<file path="src/rtl/ccis_c0_rd_arbiter.sv">
// Channel-0 read arbiter: per-client request FIFOs, round-robin issue onto c0 Tx,
// and tag-based steering of c0 Rx responses back to the issuing client.
module ccis_c0_rd_arbiter #(
  parameter  int N_PORTS         = 2,
  parameter  int ADDR_W          = 32,
  parameter  int MDATA_W         = 13,
  parameter  int FIFO_DEPTH      = 16,
  parameter  int SLACK           = 8,
  parameter  int MAX_OUTSTANDING = 64,
  localparam int PORT_W          = (N_PORTS > 1) ? $clog2(N_PORTS) : 1,
  localparam int CL_MDATA_W      = MDATA_W - PORT_W
) (
  input  logic                           clk,
  input  logic                           reset,
  input  logic [N_PORTS-1:0]             cl_rdValid,
  input  logic [N_PORTS*ADDR_W-1:0]      cl_addr,
  input  logic [N_PORTS*CL_MDATA_W-1:0]  cl_mdata,
  output logic [N_PORTS-1:0]             cl_almostFull,
  input  logic                           c0_almostFull,
  output logic                           tx_rdValid,
  output logic [ADDR_W-1:0]              tx_addr,
  output logic [MDATA_W-1:0]             tx_mdata,
  input  logic                           rx_rdValid,
  input  logic [MDATA_W-1:0]             rx_mdata,
  input  logic [511:0]                   rx_data,
  output logic [N_PORTS-1:0]             cl_rx_rdValid,
  output logic [CL_MDATA_W-1:0]          cl_rx_mdata,
  output logic [511:0]                   cl_rx_data,
  output logic                           err_bad_tag
);

  localparam int PTR_W     = $clog2(FIFO_DEPTH);
  localparam int CNT_W     = $clog2(FIFO_DEPTH + 1);
  localparam int OUT_W     = $clog2(MAX_OUTSTANDING + 1);
  localparam int ENT_W     = ADDR_W + CL_MDATA_W;
  localparam bit FULL_TAGS = (N_PORTS == (1 << PORT_W));

  logic [ENT_W-1:0]      mem_q    [N_PORTS][FIFO_DEPTH];
  logic [PTR_W-1:0]      rd_ptr_q [N_PORTS];
  logic [PTR_W-1:0]      rd_ptr_d [N_PORTS];
  logic [PTR_W-1:0]      wr_ptr_q [N_PORTS];
  logic [PTR_W-1:0]      wr_ptr_d [N_PORTS];
  logic [CNT_W-1:0]      occ_q    [N_PORTS];
  logic [CNT_W-1:0]      occ_d    [N_PORTS];
  logic [OUT_W-1:0]      out_q    [N_PORTS];
  logic [OUT_W-1:0]      out_d    [N_PORTS];
  logic [PORT_W-1:0]     rr_q, rr_d;
  logic [N_PORTS-1:0]    af_q, af_d;
  logic [N_PORTS-1:0]    eligible, wr_en, deq_v, dec_v, full_v;
  logic [2*N_PORTS-1:0]  elig_rot;
  logic                  gnt_vld;
  logic [PORT_W-1:0]     gnt_idx;
  logic [ENT_W-1:0]      head;
  logic [PORT_W-1:0]     rx_tag;
  logic                  tag_ok, rx_hit;
  logic                  tx_vld_q, tx_vld_d;
  logic [ADDR_W-1:0]     tx_addr_q, tx_addr_d;
  logic [MDATA_W-1:0]    tx_mdata_q, tx_mdata_d;
  logic [N_PORTS-1:0]    rxv_q, rxv_d;
  logic [CL_MDATA_W-1:0] rxmd_q, rxmd_d;
  logic [511:0]          rxdata_q, rxdata_d;
  logic                  err_q, err_d;

  assign rx_tag = rx_mdata[MDATA_W-1 -: PORT_W];

  // With a power-of-two port count every tag value names a real port.
  if (FULL_TAGS) begin : g_full_tags
    assign tag_ok = 1'b1;
  end else begin : g_part_tags
    assign tag_ok = (rx_tag < PORT_W'(N_PORTS));
  end

  assign rx_hit = rx_rdValid && tag_ok;

  always_comb begin
    for (int p = 0; p < N_PORTS; p++) begin
      eligible[p] = (occ_q[p] != '0) && (int'(out_q[p]) < MAX_OUTSTANDING);
    end
    elig_rot = {eligible, eligible} >> rr_q;
    gnt_vld  = 1'b0;
    gnt_idx  = '0;
    for (int i = 0; i < N_PORTS; i++) begin
      if (!gnt_vld && elig_rot[i] && !c0_almostFull) begin
        gnt_vld = 1'b1;
        gnt_idx = (int'(rr_q) + i >= N_PORTS) ? PORT_W'(int'(rr_q) + i - N_PORTS)
                                               : PORT_W'(int'(rr_q) + i);
      end
    end
  end

  always_comb begin
    err_d = err_q;
    head  = '0;
    rr_d  = rr_q;
    for (int p = 0; p < N_PORTS; p++) begin
      deq_v[p]    = gnt_vld && (gnt_idx == PORT_W'(p));
      full_v[p]   = (int'(occ_q[p]) == FIFO_DEPTH);
      // A dequeue in the same cycle frees the slot, so a full FIFO can still accept.
      wr_en[p]    = cl_rdValid[p] && (!full_v[p] || deq_v[p]);
      if (cl_rdValid[p] && full_v[p] && !deq_v[p]) err_d = 1'b1;
      wr_ptr_d[p] = wr_ptr_q[p] + PTR_W'(wr_en[p]);
      rd_ptr_d[p] = rd_ptr_q[p] + PTR_W'(deq_v[p]);
      occ_d[p]    = occ_q[p] + CNT_W'(wr_en[p]) - CNT_W'(deq_v[p]);
      af_d[p]     = (int'(occ_d[p]) + SLACK >= FIFO_DEPTH);
      if (deq_v[p]) head = mem_q[p][rd_ptr_q[p]];
      dec_v[p]    = rx_hit && (rx_tag == PORT_W'(p));
      rxv_d[p]    = dec_v[p];
      out_d[p]    = out_q[p];
      if (deq_v[p] && !dec_v[p]) begin
        out_d[p] = out_q[p] + OUT_W'(1);
      end else if (dec_v[p] && !deq_v[p]) begin
        if (out_q[p] == '0) err_d = 1'b1;
        else                out_d[p] = out_q[p] - OUT_W'(1);
      end
    end
    if (rx_rdValid && !tag_ok) err_d = 1'b1;
    if (gnt_vld) rr_d = (int'(gnt_idx) == N_PORTS - 1) ? '0 : gnt_idx + PORT_W'(1);
    tx_vld_d   = gnt_vld;
    tx_addr_d  = head[ENT_W-1 -: ADDR_W];
    tx_mdata_d = {gnt_idx, head[CL_MDATA_W-1:0]};
    rxmd_d     = rx_mdata[CL_MDATA_W-1:0];
    rxdata_d   = rx_data;
  end

  // Storage is not reset; emptiness is tracked by the pointers and occupancy.
  always_ff @(posedge clk) begin
    for (int p = 0; p < N_PORTS; p++) begin
      if (wr_en[p]) mem_q[p][wr_ptr_q[p]] <= {cl_addr[p*ADDR_W +: ADDR_W],
                                              cl_mdata[p*CL_MDATA_W +: CL_MDATA_W]};
    end
  end

  always_ff @(posedge clk or posedge reset) begin
    if (reset) begin
      for (int p = 0; p < N_PORTS; p++) begin
        rd_ptr_q[p] <= '0;
        wr_ptr_q[p] <= '0;
        occ_q[p]    <= '0;
        out_q[p]    <= '0;
      end
      rr_q       <= '0;
      af_q       <= '1;
      tx_vld_q   <= 1'b0;
      tx_addr_q  <= '0;
      tx_mdata_q <= '0;
      rxv_q      <= '0;
      rxmd_q     <= '0;
      rxdata_q   <= '0;
      err_q      <= 1'b0;
    end else begin
      for (int p = 0; p < N_PORTS; p++) begin
        rd_ptr_q[p] <= rd_ptr_d[p];
        wr_ptr_q[p] <= wr_ptr_d[p];
        occ_q[p]    <= occ_d[p];
        out_q[p]    <= out_d[p];
      end
      rr_q       <= rr_d;
      af_q       <= af_d;
      tx_vld_q   <= tx_vld_d;
      tx_addr_q  <= tx_addr_d;
      tx_mdata_q <= tx_mdata_d;
      rxv_q      <= rxv_d;
      rxmd_q     <= rxmd_d;
      rxdata_q   <= rxdata_d;
      err_q      <= err_d;
    end
  end

  assign cl_almostFull = af_q;
  assign tx_rdValid    = tx_vld_q;
  assign tx_addr       = tx_addr_q;
  assign tx_mdata      = tx_mdata_q;
  assign cl_rx_rdValid = rxv_q;
  assign cl_rx_mdata   = rxmd_q;
  assign cl_rx_data    = rxdata_q;
  assign err_bad_tag   = err_q;

endmodule

</file>
<file path="config.mk">
export PLATFORM = sky130hd
export DESIGN_NAME = ccis_c0_rd_arbiter
export DESIGN_NICKNAME = d
export VERILOG_FILES = /design/src/rtl/ccis_c0_rd_arbiter.sv
export SDC_FILE = /design/constraint.sdc
export NUM_CORES = 2
export LEC_CHECK = 0
export BUFFER_PORTS_ARGS = -buffer_cell sky130_fd_sc_hd__buf_2
export CORE_AREA = 2 2 465 467
export CTS_BUF_LIST = sky130_fd_sc_hd__clkbuf_8
export DETAILED_ROUTE_END_ITERATION = 7
export DIE_AREA = 0 0 467 469
export GPL_TIMING_DRIVEN = 1
export HOLD_SLACK_MARGIN = 0.05
export PLACE_DENSITY = 0.63
export SETUP_SLACK_MARGIN = 0.2
export SKIP_LAST_GASP = 1
export SYNTH_ARGS = -nofsm -noshare
export SYNTH_HDL_FRONTEND = slang
export SYNTH_SLANG_ARGS = --single-unit
</file>
<file path="constraint.sdc">
create_clock -name clk -period 56 [get_ports clk]
set_input_delay 2.8 -clock clk [delete_from_list [all_inputs] [get_ports clk]]
set_output_delay 2.8 -clock clk [all_outputs]
set_load 0.1 [all_outputs]
</file>
## Word-level counts from Yosys, hierarchy flattened

Memory sizes are Yosys's and may differ from the RTL's.
Index checks and enable logic that the tools add are counted.

- Register bits after elaboration: 616
- Bits in latches: 0
- RAM bits: 1408
- ROM bits: 0
- Bits of input ports: 619
- Output and inout port bits: 575
- Logic and storage cells: 135
- Memories kept: 1

Memories:

| name | words | bits a word | rd ports | clocked after memory_dff | write ports | RTL line | RTL |
|---|---|---|---|---|---|---|---|
| mem_q | 2 | 704 | 2 | 0 | 2 | 38 | `logic [ENT_W-1:0] mem_q [N_PORTS][FIFO_DEPTH];` |

- Add/sub/neg operators: 18
- Multiply operators: 0
- Div/mod/pow operators: 0
- Magnitude comparators: 12
- Eq/ne operators: 4
- Shift operators: 1
- Muxes and demuxes: 37
- Bitwise logic cells: 6
- Reductions and logical operators: 39

Operators by type and width:

| kind | count |
|---|---|
| $mux 704 | 2 |
| $bmux 44 s4 | 2 |
| $demux 44 s4 | 2 |
| $mux 44 | 8 |
| $mux 7 | 6 |
| $logic_and 1x1->1 | 21 |
| $ge 5x5->1 const B | 4 |
| $not 4->5 | 4 |
| $mux 1 | 17 |
| $add 4x1->4 | 4 |
| $add 7x1->7 const B | 2 |
| $logic_not 7->1 | 2 |
| $lt 7x7->1 const B | 2 |
| $sub 7x1->7 const B | 2 |
| $add 5x4->6 const B | 2 |
| $ge 6x5->1 const B | 2 |
| $add 5x1->5 | 2 |
| $eq 5x5->1 const B | 2 |
| $lt 5x1->1 const B | 2 |
| $reduce_bool 5->1 | 2 |
| $sub 5x1->5 | 2 |
| $logic_not 1->1 | 8 |
| $ne 2x2->1 const B | 2 |
| $reduce_and 2->1 | 2 |
| other kinds (9) | 13 |

## Logic depth before layout (Yosys ltp)

- Depth in word-level cells: 21
- Depth in mapped cells: 18

## Worst setup path after synthesis

No wires, ideal clock.

- Kind: input -> register
- Start point: input port c0_almostFull
- End point: memory mem_q[0][528] (netlist name), enable pin
- Library setup time: 555 ps
- Data arrival time: 8009 ps
- Slack: 47436 ps
- Cell stages on the path: 5
- Buffers on the path: 0
- Cell sequence: or3_2 > or2_4 > inv_2 > o21ai_2 > nor4_1

RTL lines:

| what | RTL line | RTL |
|---|---|---|
| from (decl) | 19 | `input logic c0_almostFull,` |
| to (decl) | 38 |  |

## Final worst setup path

- Start point: register rxdata_q[75] (netlist: cl_rx_data[75])
- End point: output port cl_rx_data[75]

RTL lines:

| what | RTL line | RTL |
|---|---|---|
| from (decl) | 61 | `logic [511:0] rxdata_q, rxdata_d;` |
| from (signal assigned) | 164 | `rxdata_q <= rxdata_d;` |
| to (decl) | 28 | `output logic [511:0] cl_rx_data,` |

No word-level cell between the ends.

==> key figures <==
Status
  – Status: finished, final reports clean

Power
  – Max rail drop VDD: 0.0480 mV
  – Leakage dissipation: 33.8 nW
  – Total power per unit cell area: 50.7 nW/um2

Timing
  – Accumulated negative setup slack: 0 ns
  – Skew final: 0.0690 ns
  – Max-slew violation count: 0
  – Final Worst Setup Slack: roughly 50 ns
  – Worst slew margin relative to its limit: 14.1%
  – Hold slack: 0.514 ns
  – Max frequency: 0.189 GHz
  – Slew at the pin closest to its max-slew limit: roughly 1.3 ns
  – Post-route clock period utilization: 9.43%
  – Setup repair after global routing missed its margin: false
  – Setup Viol. Count Final: 0
  – Post-route minimum period: 5.28 ns
  – Number of endpoints with negative hold slack in the final report: 0

Routing
  – Detailed-route vias per instance: 5.17
  – Total number of vias: roughly 42000
  – Post-route ant nets: 0
  – DRC violations left: 0
  – 1st-pass router iterations: 5
  – Detail-routed net length per standard cell: around 41 um
  – Count of routing violations after the opening detailed-route iteration: 5217
  – Final Routed Wirelength: approximately 330000 um

Clocking
  – Root buffer selected by CTS: clkbuf_8
  – CTS tree: yes
  – Clock network latency to the later pin of the worst-skew pair: 1.06 ns
  – H-tree depth reported by CTS: 5
  – Number of clock buffers inserted by TritonCTS: 354
  – CTS resizes: 0
  – Hold Buf Count CTS: 0
  – Clock transition at the registers of the reported paths: 0.05 ns
  – Number of setup buffers added after CTS: 0
  – Sink count of the clock tree: just over 2000
  – Clk buf depth: 4

Final layout
  – Fill count: 19300
  – Synthesis-to-finish area growth: 23.7%
  – Post-layout net count: 5432
  – Area occupied by multi-input gates: 12500 um2
  – Sequential cell area: between 50000 and 60000 um2
  – Final instance area: 87600 um2
  – Share of layout cells above drive strength 1: 39.3%
  – Final standard cell utilization of the core: roughly two fifths

Floorplanning
  – Die outline width: around 470 um
  – Cell Rows: between 150 and 200
  – Number of I/O pins: 1194
  – Core footprint: 214000 um2
  – Starting density of the core: between 30% and 40%
  – Die outline height: 469 um
  – Die area: 219000 um2

GRT
  – Global route overflow: 0
  – Largest net degree at the start of global routing: ~150
  – Number of global-route vias before repair: 40000
  – Wire length of the first global-routing pass: 416000 um
  – Total global-route track usage: ~30%
  – Number of antenna violations at the first check in global routing: 326

Logic synthesis
  – Number of nets produced by synthesis: ~4000
  – Most used DFF post-synth: edfxtp_1
  – Number of enable flip-flop cells after synthesis: around 1400
  – Syn Inst Count: 3312
  – Distinct cell type count after synthesis: 57
  – Cell area after technology mapping: 70800 um2
  – Synthesized flop and latch total: 2024
  – Share of synthesized registers carrying an async set or reset: 30.4%
  – Sequential-to-total area share from yosys stat: 81.5%
  – Syn. warnings: 0
  – Synthesized area divided by synthesized cell count: around 21 um2

Setup path
  – Kind of launch point of the worst setup path: flop
  – Required time at the endpoint of the critical path: 53.20 ns
  – Library cell contributing the largest single delay on the critical path: dfrtp_1
  – Endpoint kind of the worst setup timing path: primary output
  – Family with the most delay on the worst path: flip-flops
  – WP buf/inv: 1
  – Data arrival time of the worst path: 2.48 ns
  – WS Path Type: flop to primary output
  – Maximum fanout encountered on the critical timing path: 8
  – Critical path cell sequence: buf_2
  – Peak per-stage delay on the critical path: slightly below 0.9 ns

Place
  – Half-perimeter wire length of the detailed placement result: 262000 um
  – Dpl ws: 49.84 ns
  – Routability cong.: 1.01
  – Placed cell area: 80400 um2
  – Number of port buffers: around 1200

Worst hold path
  – Kind of path behind the tightest hold check: flop to flop

Job
  – Count of max-cap constraint violations: 0
-- state kept, by name, summed over array words and instances, names as in the netlist, 8 cells and up --
register / cells
cl_rx_data: 512
cl_rx_mdata: 12
rd_ptr_q: 8
tx_addr: 32
wr_ptr_q: 8
mem_q: 1408
tx_mdata: 13
out_q: 14
occ_q: 10
-- power breakdown --
part           switching (W)  leakage, nW  total [W]  internal, W
registers           0.000121         20.0    0.00188      0.00176
logic               0.000855         10.0    0.00125     0.000397
clock network       0.000611         3.86    0.00131     0.000696
-- routing by layer --
layer  GRT usage (%)  share of wire (%)  wire [um]  vias up
met1            42.8                 43     144000    21800
met5               0               0.11        381        -
met2            43.1                 43     143000     2769
met3            9.77                 10      34100      722
li1                -                  -          -    16500
met4            8.48                3.3      11100       60
-- layout make-up --
type	count	area share (%)
antenna	208	0.594
clock buffer	397	6.24
clock inverter	221	1.39
inverter	33	0.150
multi-input combinational	1101	14.3
sequential	2024	65.9
tap	2838	4.05
timing repair buffer	1261	7.41
-- logic make-up after synthesis --
family | count (synthesis) | synth area share, %
fa+ha+maj | 38 | 0.714
buf+inv | 187 | 1.17
simple gates | 116 | 0.885
flops | 2024 | 81.5
compound gates | 307 | 3.59
xor+xnor | 27 | 0.334
mux | 613 | 11.8
-- synth_stat cells, drive strengths merged (33+ instances only) --
cell type     n  share of area [%]
edfxtp     1408                 60
dfrtp       614                 22
a32oi        43               0.53
mux4        180                5.7
buf          83               0.62
inv          33               0.17
a22oi        87               0.92
clkbuf       71               0.38
mux2i       431                6.1
o221ai       42               0.64
a22o         41               0.51
a221oi       44               0.54
ha           34               0.60
-- cells in the final DEF, fill, tap and decap left out, types with 14 or more instances in the layout --
| cell | instances |
|---|---|
| a32oi_1 | 43 |
| a22oi_1 | 87 |
| dfrtp_1 | 610 |
| diode_2 | 208 |
| buf_2 | 1193 |
| o21ai_0 | 15 |
| clkinv_2 | 43 |
| a21oi_1 | 15 |
| mux4_2 | 180 |
| clkinv_1 | 44 |
| buf_4 | 67 |
| o221ai_2 | 14 |
| mux2i_1 | 431 |
| clkbuf_8 | 397 |
| nor3_2 | 18 |
| xor2_1 | 15 |
| edfxtp_1 | 1408 |
| nand2_1 | 30 |
| o221ai_1 | 28 |
| a221oi_1 | 44 |
| a22o_1 | 41 |
| inv_1 | 144 |
| ha_1 | 34 |
-- worst register-to-register path, stage by stage (launching register included) --
cell and delay [ns]:
dfrtp_4 0.82, buf_4 0.78, buf_4 0.97, buf_4 0.80
mux2i_1 0.18, a22o_1 0.26, a221oi_1 0.61, a32oi_1 0.21
o221ai_1 0.17
-- metrics by stage --
stage,total power [W],std cells
final,0.00444,8083
after global routing,0.00461,7975
after CTS,0.00447,7875
after detailed placement,0.00316,7257
after global placement,0.00315,7257
after floorplan,0.00273,3312
-- final timing paths --
| path | end | from | depth (start not counted) | slack, ns |
|---|---|---|---|---|
| max | cl_rx_data[75] | cl_rx_data[75]$_DFF_PP0_ | 1 | 50.72 |
| min | rd_ptr_q[0]$_DFF_PP0_ | rd_ptr_q[0]$_DFF_PP0_ | 1 | 0.51 |
| max reg2reg | tx_addr[16]$_DFF_PP0_ | rd_ptr_q[2]$_DFF_PP0_ | 8 | 51.11 |
| min reg2reg | rd_ptr_q[0]$_DFF_PP0_ | rd_ptr_q[0]$_DFF_PP0_ | 1 | 0.51 |
| max in group asynchronous | cl_rx_data[258]$_DFF_PP0_ | reset | 5 | 51.06 |
| min in group asynchronous | cl_rx_data[511]$_DFF_PP0_ | reset | 2 | 1.89 |
Note: power is estimated with default switching activity, not from simulation.
